===== config.mk =====
export PLATFORM = sky130hd
export DESIGN_NAME = seq_decoder
export DESIGN_NICKNAME = d
export VERILOG_FILES = /design/src/rtl/seq_decoder_pkg.sv /design/src/rtl/seq_decoder_scan_ctr.sv /design/src/rtl/seq_decoder.sv
export SDC_FILE = /design/constraint.sdc
export NUM_CORES = 1
export LEC_CHECK = 0
export ABC_AREA = 1
export CAP_MARGIN = 20
export CELL_PAD_IN_SITES_DETAIL_PLACEMENT = 0
export CELL_PAD_IN_SITES_GLOBAL_PLACEMENT = 1
export CORE_ASPECT_RATIO = 0.8
export CORE_MARGIN = 4
export CORE_UTILIZATION = 24
export CTS_CLUSTER_SIZE = 16
export DETAILED_ROUTE_END_ITERATION = 6
export PLACE_DENSITY_LB_ADDON = 0.3
export SLEW_MARGIN = 5
export SYNTH_ARGS = -nofsm -noshare
export SYNTH_HDL_FRONTEND = slang
export SYNTH_SLANG_ARGS = --single-unit

===== constraint.sdc =====
create_clock -name clk -period 3 [get_ports clk]
set_clock_uncertainty 0.2 [all_clocks]
set_input_delay 0.45 -clock clk [delete_from_list [all_inputs] [get_ports clk]]
set_output_delay 0.45 -clock clk [all_outputs]
set_load 0.02 [all_outputs]

===== src/rtl/seq_decoder_pkg.sv =====
// Shared types and code generators for seq_decoder.
// Codes are built at the widest legal size (MAX_IN_W = 8, 256 outputs);
// users truncate the result to their own output width.
package seq_decoder_pkg;

    localparam int unsigned MAX_IN_W  = 8;
    localparam int unsigned MAX_OUT_W = 1 << MAX_IN_W;

    typedef enum logic {
        DIRECT = 1'b0,
        SCAN   = 1'b1
    } state_e;

    localparam logic MODE_ONEHOT = 1'b0;
    localparam logic MODE_THERMO = 1'b1;

    // Bit sel set, all others clear.
    function automatic logic [MAX_OUT_W-1:0] onehot(input logic [MAX_IN_W-1:0] sel);
        return MAX_OUT_W'(1) << sel;
    endfunction

    // Bits 0..sel set. For sel = MAX_OUT_W-1 the shift overflows to zero,
    // so the subtraction still yields all ones.
    function automatic logic [MAX_OUT_W-1:0] thermo(input logic [MAX_IN_W-1:0] sel);
        return (MAX_OUT_W'(2) << sel) - MAX_OUT_W'(1);
    endfunction

endpackage


===== src/rtl/seq_decoder_scan_ctr.sv =====
// Scan position generator: a dwell counter that holds each position for
// DWELL cycles, and a scan index that wraps naturally at 2**IN_W.
//   clk, rst_n  : clock, synchronous active-low reset
//   clr         : return dwell and scan_idx to 0 (wins over en)
//   en          : advance the dwell counter this cycle
//   step_c      : combinational; scan_idx advances at the coming edge
//   scan_idx    : registered scan position
module seq_decoder_scan_ctr
    import seq_decoder_pkg::*;
#(
    parameter int unsigned IN_W  = 2,
    parameter int unsigned DWELL = 4
) (
    input  logic            clk,
    input  logic            rst_n,
    input  logic            clr,
    input  logic            en,
    output logic            step_c,
    output logic [IN_W-1:0] scan_idx
);

    localparam int unsigned DW_W = (DWELL > 1) ? $clog2(DWELL) : 1;

    logic [DW_W-1:0] dwell_q, dwell_d;
    logic [IN_W-1:0] scan_idx_q, scan_idx_d;

    assign step_c   = en && !clr && (dwell_q == DW_W'(DWELL - 1));
    assign scan_idx = scan_idx_q;

    // Next-state for the dwell counter and scan index.
    always_comb begin
        dwell_d    = dwell_q;
        scan_idx_d = scan_idx_q;
        if (clr) begin
            dwell_d    = '0;
            scan_idx_d = '0;
        end else if (step_c) begin
            dwell_d    = '0;
            scan_idx_d = IN_W'(scan_idx_q + IN_W'(1));
        end else if (en) begin
            dwell_d    = DW_W'(dwell_q + DW_W'(1));
        end
    end

    always_ff @(posedge clk) begin
        if (!rst_n) begin
            dwell_q    <= '0;
            scan_idx_q <= '0;
        end else begin
            dwell_q    <= dwell_d;
            scan_idx_q <= scan_idx_d;
        end
    end

endmodule


===== src/rtl/seq_decoder.sv =====
// Registered binary-to-2**IN_W decoder with valid/ready handshake,
// one-hot or thermometer output code, and an autonomous scan mode that walks
// a one-hot strobe across the outputs, DWELL cycles per position.
//   clk, rst_n          : clock, synchronous active-low reset
//   in_valid/in_ready   : input handshake carrying in_sel and in_mode
//   in_sel, in_mode     : binary select; 0 = one-hot, 1 = thermometer
//   scan_en             : level request for scan mode
//   out_valid/out_ready : output handshake (out_ready ignored in scan)
//   out_y               : registered decoded output
//   scan_idx            : registered scan position
module seq_decoder
    import seq_decoder_pkg::*;
#(
    parameter  int unsigned IN_W  = 2,
    parameter  int unsigned DWELL = 4,
    localparam int unsigned OUT_W = 1 << IN_W
) (
    input  logic             clk,
    input  logic             rst_n,
    input  logic             in_valid,
    output logic             in_ready,
    input  logic [IN_W-1:0]  in_sel,
    input  logic             in_mode,
    input  logic             scan_en,
    output logic             out_valid,
    input  logic             out_ready,
    output logic [OUT_W-1:0] out_y,
    output logic [IN_W-1:0]  scan_idx
);

    state_e           state_q, state_d;
    logic [OUT_W-1:0] out_y_q, out_y_d;
    logic             out_valid_q, out_valid_d;
    logic             ctr_clr, ctr_en, scan_step_c;
    logic             slot_free;
    logic [IN_W-1:0]  scan_idx_next;

    seq_decoder_scan_ctr #(
        .IN_W  (IN_W),
        .DWELL (DWELL)
    ) u_scan_ctr (
        .clk      (clk),
        .rst_n    (rst_n),
        .clr      (ctr_clr),
        .en       (ctr_en),
        .step_c   (scan_step_c),
        .scan_idx (scan_idx)
    );

    // Output register is free when empty or being drained this cycle.
    assign slot_free = !out_valid_q || out_ready;
    assign in_ready  = rst_n && (state_q == DIRECT) && !scan_en && slot_free;
    assign out_valid = out_valid_q;
    assign out_y     = out_y_q;

    // Position the strobe must show after this edge, so out_y tracks scan_idx.
    assign scan_idx_next = scan_step_c ? IN_W'(scan_idx + IN_W'(1)) : scan_idx;

    // Next-state and output-register logic.
    always_comb begin
        state_d     = state_q;
        out_y_d     = out_y_q;
        out_valid_d = out_valid_q;
        ctr_clr     = 1'b0;
        ctr_en      = 1'b0;
        unique case (state_q)
            DIRECT: begin
                if (scan_en && slot_free) begin
                    state_d     = SCAN;
                    ctr_clr     = 1'b1;
                    out_y_d     = OUT_W'(onehot('0));
                    out_valid_d = 1'b1;
                end else if (in_valid && in_ready) begin
                    out_y_d     = (in_mode == MODE_THERMO)
                                ? OUT_W'(thermo(MAX_IN_W'(in_sel)))
                                : OUT_W'(onehot(MAX_IN_W'(in_sel)));
                    out_valid_d = 1'b1;
                end else if (out_valid_q && out_ready) begin
                    out_valid_d = 1'b0;
                end
            end
            SCAN: begin
                if (!scan_en) begin
                    state_d     = DIRECT;
                    ctr_clr     = 1'b1;
                    out_y_d     = '0;
                    out_valid_d = 1'b0;
                end else begin
                    ctr_en      = 1'b1;
                    out_y_d     = OUT_W'(onehot(MAX_IN_W'(scan_idx_next)));
                    out_valid_d = 1'b1;
                end
            end
            default: begin
                state_d = DIRECT;
            end
        endcase
    end

    always_ff @(posedge clk) begin
        if (!rst_n) begin
            state_q     <= DIRECT;
            out_y_q     <= '0;
            out_valid_q <= 1'b0;
        end else begin
            state_q     <= state_d;
            out_y_q     <= out_y_d;
            out_valid_q <= out_valid_d;
        end
    end

endmodule


Yosys cells after proc, flatten, opt, wreduce, memory -nomap -nowiden
Cells that the tools add are included.

Add/sub/neg operators: 3. Equal/unequal tests: 3. Shifts and indexed selects: 3. Multiplexer cells: 16. Bitwise operators: 2. Reductions and logical operators: 14.

Operators by type and width (number): $mux 4 (4); $logic_and 1x1->1 (8); $pmux 4 s2 (1); $shl 1x2->4 const A (2); $mux 1 (7); $pmux 1 s2 (3); $add 2x1->2 const B (2); $ne 4x1->1 const B (1); $shl 2x2->4 const A (1); $sub 4x2->4 const B (1); $logic_not 1->1 (3); $ne 3x1->1 const B (1); $reduce_or 3->1 (1); $eq 2x2->1 const B (1); $mux 2 (1); $not 1->1 (2); $reduce_or 2->1 (1); $logic_or 1x1->1 (1).

Flip-flop bits (word level): 10.

Depth between registers and ports, before layout
Word-level depth: 12. Mapped depth: 8. Gate-level depth less buffers: 8.

Hierarchy
From an unflattened synthesis, not the netlist that was laid out.

Cell total of the unflattened synthesis: 108. Area, all modules: 670.6 um^2.

By module, submodules not included: seq_decoder (instances 1, cells an instance 78, area an instance 460.4 um^2); seq_decoder_scan_ctr (instances 1, cells an instance 30, area an instance 210.2 um^2).

Worst setup path before layout
Ideal clock, no wire load.

Path type: input port to output port. Start point: in out_ready. End point: out in_ready. Data arrival time: 1243 ps. Data required time: 2350 ps. Setup slack: 1107 ps. Cell stages on the path: 4. Cells stage by stage: inv_1 nand2_1 inv_1 nor4_1.

Cells in the longest elaborated chain, start to end: 2.

RTL lines: start, declared (RTL line seq_decoder.sv:26) `input logic out_ready,`; $logic_or 1x1->1 (RTL line seq_decoder.sv:51) `assign slot_free = !out_valid_q || out_ready;`; $logic_and 1x1->1 (RTL line seq_decoder.sv:52) `assign in_ready = rst_n && (state_q == DIRECT) && !scan_en && slot_free;`; end, declared (RTL line seq_decoder.sv:21) `output logic in_ready,`.

Every way passes these cells.

Final worst setup path
Start point: in rst_n. End point: out in_ready.

Cells in the longest elaborated chain, start to end: 3.

RTL lines: start, declared (RTL line seq_decoder.sv:19) `input logic rst_n,`; $logic_and 1x1->1 (3 in series) (RTL line seq_decoder.sv:52).

Every way passes these cells.

==> results by group <==
Setup path
  – CP Launch Type: primary input
  – Max incr delay on CP: roughly 0.66 ns
  – Worst r2r src: out_valid
  – Slowest stage cell on the critical path: clkdlybuf4s50_1
  – Worst Path Required: 2.35 ns
  – Most numerous cell on the critical path: clkdlybuf4s50_1
  – Max FO, Critical Path: 5
  – R2r setup slk: 1.48 ns
  – Worst setup EP type: output pin
  – CP cell instances: clkdlybuf4s50_1, inv_1, nor4_1, clkdlybuf4s50_1
  – Reg2reg end: out_y[3]
  – Setup CP Type: primary input to output pin
  – Cell family with most CP delay: buffers and inverters
  – Buf/Inv on CP: 3
  – CP arrival: 2.03 ns
  – Worst reg-to-reg path cell count: 5

Clock network
  – H-Tree Depth: 1
  – CTS Buffer Depth: 2
  – Postcts setup bufs: 0
  – Clk_lat worst skew: 0.28 ns
  – Cts bufs inserted: 3
  – Root Driver: clkbuf_4
  – CTS sink cnt: 10
  – Post-CTS Hold Fix Bufs: 0
  – CTS tree: built
  – Resize count post-CTS: 0
  – Clock-pin slew on the worst setup and hold paths: 0.07 ns

Timing
  – Final slew viol count: 0
  – Final period util: 89.3%
  – Final worst path period need: 2.68 ns
  – Worst-Margin Slew: 0.507 ns
  – Max_slew headroom: 65.8%
  – Max Clk Rate: 373 MHz
  – WHS: around 0.28 ns
  – Fin Setup TNS: 0 ns
  – Final hold violations: 0
  – RSZ-0062 raised after global routing: no
  – Final setup vio count: 0

Floorplanning
  – Starting Density: 26.4%
  – Placeable core region: 2250 sq um
  – Ports: 16
  – Row count: 15
  – Die X: about 64 microns
  – Die H: 52.5 microns
  – Die ar.: 3340 sq um

Min path
  – HP Class: flip-flop to flip-flop
  – Hold_sp: u_scan_ctr.dwell_q[1]
  – Min-Delay Endpoint: u_scan_ctr.dwell_q[1]
  – Hold Path Depth: 2

Global routing
  – Largest net degree at the start of global routing: 7
  – First-pass GRT wire length: 2.38 mm
  – Vias in the first global route: 518
  – Initial antenna violation count: 0
  – Grt ovf: 0
  – Total GRT Usage: under 10%

Placed design
  – DPL Wire Length: 1.15 mm
  – Port Buffers: 15
  – Placer Congestion: 0.718

Yosys
  – Syn_area_per_cell: 6.60 sq um
  – Synth warn: 0
  – Post-Synthesis Cells: 90
  – Flops & latches, synth: 10
  – Synthesized area: 594 sq um
  – Sequential cell area fraction in the yosys report: between 30% and 40%
  – Mapped Nets: 99
  – Distinct cell type count after synthesis: 18

Run
  – Max Cap Violations: 0

Detailed routing
  – Detailed-route via count: about 630
  – Post-DR vias/cell: 4.64
  – DRC viols: 0
  – First DRT Iteration DRCs: 8
  – DRT antenna net count: 0
  – Post-Route WL: between 1 and 1.5 mm
  – Drt wl/cell: 10.4 microns
  – Pre-Repair DR Iteration Count: 2

Pwr
  – Power per Cell Area: 423 nW/um^2
  – Pleak: 0.405 nW
  – Peak supply drop: roughly 0.15 mV

Cells and area
  – Final core occ: a little over a third
  – Area grow syn2layout: 37.9%
  – ANT cells: 0
  – Nets: 120
  – Share of post-route cells with drive strength above 1: 9.09%

Status
  – Status: finished clean
[logic make-up after synthesis]
logic type                 count (synthesis)  share of synthesized area, %
and+or+nand+nor                           53                          43.6
DFF                                       10                          33.7
adders and majority gates                  1                          2.10
xor gates and xnor gates                   1                          1.47
AOI/OAI and AO/OA                         12                          10.9
buffers and inverters                     13                          8.21
[layout make-up]
class                           instances  area (sq um)
Sequential cell                        10           200
Tap cell                               25          31.3
Inverter                               13          48.8
Fill cell                             261          1430
Timing Repair Buffer                   16           158
Clock buffer                            4          36.3
Multi-Input combinational cell         67           345
[worst reg2reg max path: cells and delay by family, from the launching register on]
kind	cells	cell delay, ns
DFF	1	0.34
AOI/OAI and AO/OA	2	0.55
and+or+nand+nor	3	0.33
[worst max path at each step]
stage,slack (ns),cells past startpoint,from,to
6_report,0.32,4,rst_n,in_ready
5_1_grt,0.20,4,rst_n,in_ready
4_1_cts,0.32,4,rst_n,in_ready
3_5_place_dp,0.34,4,rst_n,in_ready
3_3_place_gp,0.33,4,rst_n,in_ready
2_1_floorplan,1.11,4,out_ready,in_ready
[through the flow]
| step | std cells | setup WS [ns] | power [W] | instance area, sq um |
|---|---|---|---|---|
| 6_report | 135 | 0.320 | 0.000346 | 820 |
| 5_1_grt | 135 | 0.203 | 0.000367 | 820 |
| 4_1_cts | 135 | 0.316 | 0.000351 | 820 |
| 3_5_place_dp | 131 | 0.341 | 0.000223 | 783 |
| 3_3_place_gp | 131 | 0.334 | 0.000223 | 783 |
| 2_1_floorplan | 90 | 1.11 | 0.000189 | 594 |
[cell usage in the layout (no fill, tap or decap), drive strengths merged, types with 3 or more instances in the layout]
cell           Yosys  routed
nor2              10      10
o21ai              4       4
inv               13      13
dfxtp             10      10
nand4              3       3
nand2             30      30
nand3              5       5
clkbuf             0       4
a21oi              6       6
clkdlybuf4s50      0      15
nand3b             3       3
[cells in the mapped netlist]
cell type	count	area share, %
nand2_1	26	16
inv_1	13	8.2
dfxtp_1	10	34
nor2_1	9	5.7
a21oi_1	6	5.1
nand3_1	5	4.2
o21ai_0	4	3.4
nand2_2	3	3.2
nand3b_1	3	3.8
nand4_1	3	3.2
a211oi_1	1	1.3
a21boi_0	1	1.3
ha_1	1	2.1
nand2_4	1	1.9
nor2_8	1	3.4
nor3_1	1	0.84
nor4_1	1	1.1
xor2_1	1	1.5
[power breakdown]
| group | internal (W) | switching (W) |
|---|---|---|
| Combinational | 0.0000340 | 0.0000402 |
| Clock | 0.0000739 | 0.0000523 |
| Sequential | 0.000141 | 0.00000527 |
| Total | 0.000249 | 0.0000978 |
[registers in the layout (all words and copies together), names as in the netlist]
| name | count |
|---|---|
| out_y | 4 |
| u_scan_ctr.dwell_q | 2 |
| u_scan_ctr.scan_idx | 2 |
| out_valid | 1 |
| state_q | 1 |
[per-layer routing]
metal | up-vias | global-route usage, % | share of wire [%] | wire, microns
met1 | 277 | 13.4 | 57 | 802
met4 | 0 | 3.23 | 1.1 | 15
li1 | 334 | - | - | -
met5 | - | 0 | 0 | 0
met2 | 12 | 11.6 | 36 | 510
met3 | 3 | 4.72 | 5.3 | 75
Power figures use the tool's default switching activity.
